**config.mk**
```make
export PLATFORM = sky130hd
export DESIGN_NAME = seq_divider16
export DESIGN_NICKNAME = d
export VERILOG_FILES = /design/src/rtl/seq_divider16.sv
export SDC_FILE = /design/constraint.sdc
export NUM_CORES = 1
export LEC_CHECK = 0
export BUFFER_PORTS_ARGS = -buffer_cell sky130_fd_sc_hd__buf_2
export CORE_ASPECT_RATIO = 0.9
export CORE_UTILIZATION = 40
export CTS_BUF_LIST = sky130_fd_sc_hd__clkbuf_8
export CTS_CLUSTER_SIZE = 25
export DETAILED_ROUTE_END_ITERATION = 6
export SETUP_SLACK_MARGIN = 0.2
export SLEW_MARGIN = 10
export SYNTH_ARGS = -nofsm -noshare
export SYNTH_HDL_FRONTEND = slang
export SYNTH_SLANG_ARGS = --single-unit
export TNS_END_PERCENT = 1
```
**constraint.sdc**
```tcl
create_clock -name iClk -period 3.9 [get_ports iClk]
set_clock_uncertainty 0.15 [all_clocks]
set_input_delay 0.585 -clock iClk [delete_from_list [all_inputs] [get_ports iClk]]
set_output_delay 0.585 -clock iClk [all_outputs]
set_load 0.02 [all_outputs]
```
**src/rtl/seq_divider16.sv**
```systemverilog
// seq_divider16 -- sequential unsigned restoring divider.
//
// Computes iDividend / iDivisor one quotient bit per clock. A start is only
// accepted while the block is not iterating (IDLE or DONE). Results are held
// in dedicated registers that change only on the edge entering DONE, so they
// always show the last completed operation.
//
// Ports:
//   iClk        clock, all state changes on the rising edge
//   iRst        synchronous active-high reset
//   iStart      start request, ignored while oBusy=1
//   iDividend   dividend, captured on an accepted start
//   iDivisor    divisor, captured on an accepted start
//   oBusy       high while iterating (exactly WIDTH cycles per division)
//   oDone       one-cycle pulse, results valid from this cycle
//   oQuotient   last completed quotient (all ones after divide by zero)
//   oRemainder  last completed remainder (dividend after divide by zero)
//   oDivByZero  last completed operation had a zero divisor
module seq_divider16 #(
  parameter int WIDTH = 16
) (
  input  logic             iClk,
  input  logic             iRst,
  input  logic             iStart,
  input  logic [WIDTH-1:0] iDividend,
  input  logic [WIDTH-1:0] iDivisor,
  output logic             oBusy,
  output logic             oDone,
  output logic [WIDTH-1:0] oQuotient,
  output logic [WIDTH-1:0] oRemainder,
  output logic             oDivByZero
);

  localparam int CW = (WIDTH > 2) ? $clog2(WIDTH) : 1;

  typedef enum logic [1:0] {
    IDLE = 2'd0,
    RUN  = 2'd1,
    DONE = 2'd2
  } state_t;

  state_t state, state_next;

  logic [CW-1:0]    iter_count;
  logic [WIDTH:0]   rem_q;
  logic [WIDTH-1:0] quo_q;
  logic [WIDTH-1:0] div_q;

  logic             accept;
  logic             last_iter;
  logic [WIDTH:0]   trial;
  logic [WIDTH+1:0] sum;
  logic             carry;
  logic [WIDTH:0]   rem_next;
  logic [WIDTH-1:0] quo_next;

  // The partial remainder never exceeds the divisor after a restoring step,
  // so its top bit is architectural headroom that nothing downstream reads.
  logic unused_rem_msb;
  assign unused_rem_msb = rem_q[WIDTH];

  always_ff @(posedge iClk) begin
    if (iRst) state <= IDLE;
    else      state <= state_next;
  end

  // DONE behaves like IDLE for starts so back-to-back divisions lose no
  // cycle; a zero divisor skips iteration and lands in DONE immediately.
  always_comb begin
    state_next = state;
    accept     = 1'b0;
    last_iter  = 1'b0;
    case (state)
      IDLE, DONE: begin
        if (iStart) begin
          accept     = 1'b1;
          state_next = (iDivisor == '0) ? DONE : RUN;
        end else if (state == DONE) begin
          state_next = IDLE;
        end
      end
      RUN: begin
        if (iter_count == CW'(WIDTH - 1)) begin
          last_iter  = 1'b1;
          state_next = DONE;
        end
      end
      default: state_next = IDLE;
    endcase
  end

  // Trial subtraction as an add of the complemented divisor with carry-in 1;
  // the extra top bit of the sum is the carry-out, i.e. trial >= divisor.
  always_comb begin
    trial    = {rem_q[WIDTH-1:0], quo_q[WIDTH-1]};
    sum      = {1'b0, trial} + {1'b0, ~{1'b0, div_q}} + {{(WIDTH+1){1'b0}}, 1'b1};
    carry    = sum[WIDTH+1];
    rem_next = carry ? sum[WIDTH:0] : trial;
    quo_next = {quo_q[WIDTH-2:0], carry};
  end

  // Working registers and result registers. Results are written from the
  // next-iteration values on the final edge so they appear with oDone.
  always_ff @(posedge iClk) begin
    if (iRst) begin
      iter_count <= '0;
      rem_q      <= '0;
      quo_q      <= '0;
      div_q      <= '0;
      oQuotient  <= '0;
      oRemainder <= '0;
      oDivByZero <= 1'b0;
    end else if (accept) begin
      iter_count <= '0;
      rem_q      <= '0;
      quo_q      <= iDividend;
      div_q      <= iDivisor;
      if (iDivisor == '0) begin
        oQuotient  <= '1;
        oRemainder <= iDividend;
        oDivByZero <= 1'b1;
      end
    end else if (state == RUN) begin
      iter_count <= iter_count + CW'(1);
      rem_q      <= rem_next;
      quo_q      <= quo_next;
      if (last_iter) begin
        oQuotient  <= quo_next;
        oRemainder <= rem_next[WIDTH-1:0];
        oDivByZero <= 1'b0;
      end
    end
  end

  assign oBusy = (state == RUN);
  assign oDone = (state == DONE);

endmodule
```
==> results by group <==
Logic synthesis
  • Top-area cell type share of the netlist area: 39.8%
  • Sequential area share after synthesis: 39.8%
  • Synthesis Warnings: 0
  • Synthesized cell area: 4370 µm²
  • Synth Instances: 558
  • Async set or reset register ratio after synthesis: 0%
  • Cell with the most instances after synthesis: dfxtp_1
  • Post-synth EDFFs: 0
  • Largest cells by area after synthesis: dfxtp_1 40%, a21oi_1 6.9%, nand2_1 6.8%, nor2_1 6.5%, ha_1 4.9%
  • Synthesized net count: 611
  • Average size of a mapped cell: 7.83 µm²
  • Top post-synthesis cells by count: 87 x dfxtp_1, 79 x nand2_1, 76 x nor2_1, 60 x a21oi_1, 27 x clkbuf_1
  • Yosys top cell by area: dfxtp_1
  • Synth Flop Type: dfxtp_1
  • Yosys reg bits: 87
  • Distinct cells, synth: 54

Global route
  • Met3 Use GR: 5.09%
  • Met1 usage: 29.3%
  • First-pass GRT wire length: 19.1 mm
  • Global-route usage over all layers: 21.5%
  • Largest net degree at the start of global routing: 61
  • Vias in the first global route: 3,821
  • Initial antenna violation count: 0
  • Gr busiest metal: met2
  • Congestion Overflow GR: 0
  • GRT met2 Usage: 34.7%

Placed design
  • Pre-CTS setup slack: 0.983 ns
  • Routability cong.: 0.894
  • Number of port buffers: 69
  • Detail Placement HPWL: 8.60 mm

Critical path
  • Critical Path RT: 4.02 ns
  • WP data arrival: 2.94 ns
  • CP Cell Sequence: inv_1, ha_1, a21o_1, a2111oi_4, and2_4, nand3_2, mux2_2, nor2_1, o41ai_1
  • Top cell family by delay on the critical path: compound AO/OA/AOI/OAI gates
  • CP endpoint kind: register
  • Worst setup path class: reg2reg
  • Max FO, Critical Path: 13
  • Max stage delay on crit path: 0.37 ns
  • Buffer and inverter count on the worst path: 1
  • Slowest CP cell: mux2_2
  • Setup crit start kind: register

Finish
  • Antenna diodes: 0
  • # fillers: 1,085
  • Layout area overhead: 14.3%
  • Share of layout cells above drive strength 1: 17.3%
  • Fin nets: 665

STA
  • Hold Slack: 0.308 ns
  • Slew Limit Fails: 0
  • Count of final setup violators: 0
  • Final Cycle Share: 72.3%
  • Slew HR: 54.4%
  • RSZ-0062 raised after global routing: false
  • Fmax: 354 MHz
  • Final worst path period need: 2.82 ns
  • Fin. Hold Viols: 0
  • Fin Setup TNS: 0 ns
  • Slew @ Worst Pin: 0.685 ns
  • Final setup margin: 1.08 ns

CTS
  • CTS max path bufs: 2
  • CTS H-tree depth: 3
  • Reg clk slew, reported paths: 0.09 ns
  • CTS Sinks: 87
  • CTS tree: built
  • CTS buffer count: 9
  • Clk_lat worst skew: 0.36 ns
  • Hold_buf cts: 0
  • Setup bufs post-CTS: 0
  • Clock root cell: clkbuf_8
  • Post-CTS sizing: 0

Routing
  • Wire length per cell: 15.7 µm
  • Via density: 5.50
  • 1st-pass router iterations: 6
  • Post-route antenna net violation count: 0
  • DRC viols: 4
  • Vias after detailed routing: 4,100
  • DR iter-0 viols: 256
  • Drt total wl: 11.7 mm

Floorplan
  • Die Ht: 101 µm
  • Die width: 112 µm
  • Initial Utilization: 41.9%
  • Die area: 11,400 µm²
  • Core ar.: 10,400 µm²
  • # rows: 35
  • IO Pins: 70

Power and ir drop
  • Leakage power: 0.00207 µW
  • Sw Ratio: 32.9%
  • Internal: 1450 µW
  • Peak supply drop: 0.207 mV
  • Switching power: 713 µW
  • PwrDens: 434 nW/µm²
  • Clock power share: 29.6%
  • Seq pwr share: 43.8%
  • Gate power share: 26.5%

Outcome
  • Status: complete, but fails checks
  • Failing checks: DRC

Run
  • # Max-Cap Violations: 0

Min path
  • Hold crit path type: reg2reg
cells by family after synthesis:
group | share of synthesized area (%)
and+or+nand+nor | 23.3
buffers and inverters | 5.18
muxes | 2.20
DFF | 39.8
adders and majority gates | 5.32
xor gates and xnor gates | 2.40
AOI/OAI and AO/OA | 21.8
power groups by stage:
| stage | Combinational (µW) | Clock, µW | Sequential (µW) |
|---|---|---|---|
| after floorplan | 440 | 0 | 963 |
| after global placement | 568 | 0 | 971 |
| after global routing | 635 | 695 | 955 |
| after CTS | 572 | 662 | 951 |
| final | 575 | 642 | 950 |
| after detailed placement | 569 | 0 | 971 |
placed cells by master (no fill, tap or decap), drive strengths merged, types with 5 or more instances in the layout:
master / count
clkbuf: 10
o41ai: 5
xnor2: 7
xor2: 5
dfxtp: 87
mux2: 5
nand3b: 5
a31oi: 7
nor2: 76
nand3: 7
a211oi: 12
a21oi: 60
nand2b: 6
inv: 25
o21ai: 22
a22oi: 13
nor3: 27
ha: 17
a311oi: 5
buf: 76
or3: 5
nand2: 79
worst paths after layout:
check	from	end	slack [ns]	depth (start not counted)
setup / recovery	div_q[14]	oRemainder[6]	1.08	9
setup reg to reg	div_q[14]	oRemainder[6]	1.08	9
hold reg to reg	div_q[13]	div_q[13]	0.31	2
hold / removal	div_q[13]	div_q[13]	0.31	2
flip-flops by register name, indices dropped and copies added, names as in the netlist:
name and cells:
oDivByZero 1, state 2, quo_q 16, div_q 16, oQuotient 16, oRemainder 16
iter_count 4, rem_q 16
through the flow:
step	util [%]	power [µW]	instance area (µm²)	instances
6_report	47.9	2170	5000	746
5_1_grt	47.9	2290	5000	746
4_1_cts	47.9	2190	5000	746
3_5_place_dp	46.0	1540	4800	730
3_3_place_gp	46.0	1540	4800	730
2_1_floorplan	-	1400	4370	558
routing by layer:
metal	vias to the layer above	share of wire [%]
li1	2076	-
met5	-	0
met3	10	4.8
met4	0	0.88
met1	1924	50
met2	90	44
worst min-delay path, stage by stage (launching register included):
cell and delay, ns:
dfxtp_1 0.31, nand2_1 0.05, a21oi_1 0.05
area by class of cell:
cell class,count,area (µm²),area share (%)
Multi-Input combinational cell,414,2410,48.2
Inverter,24,90.1,1.80
Clock inverter,6,61.3,1.23
Sequential cell,87,1740,34.9
Clock buffer,10,138,2.75
Timing Repair Buffer,76,398,7.96
Tap cell,129,161,3.23
Power figures use the tool's default switching activity.
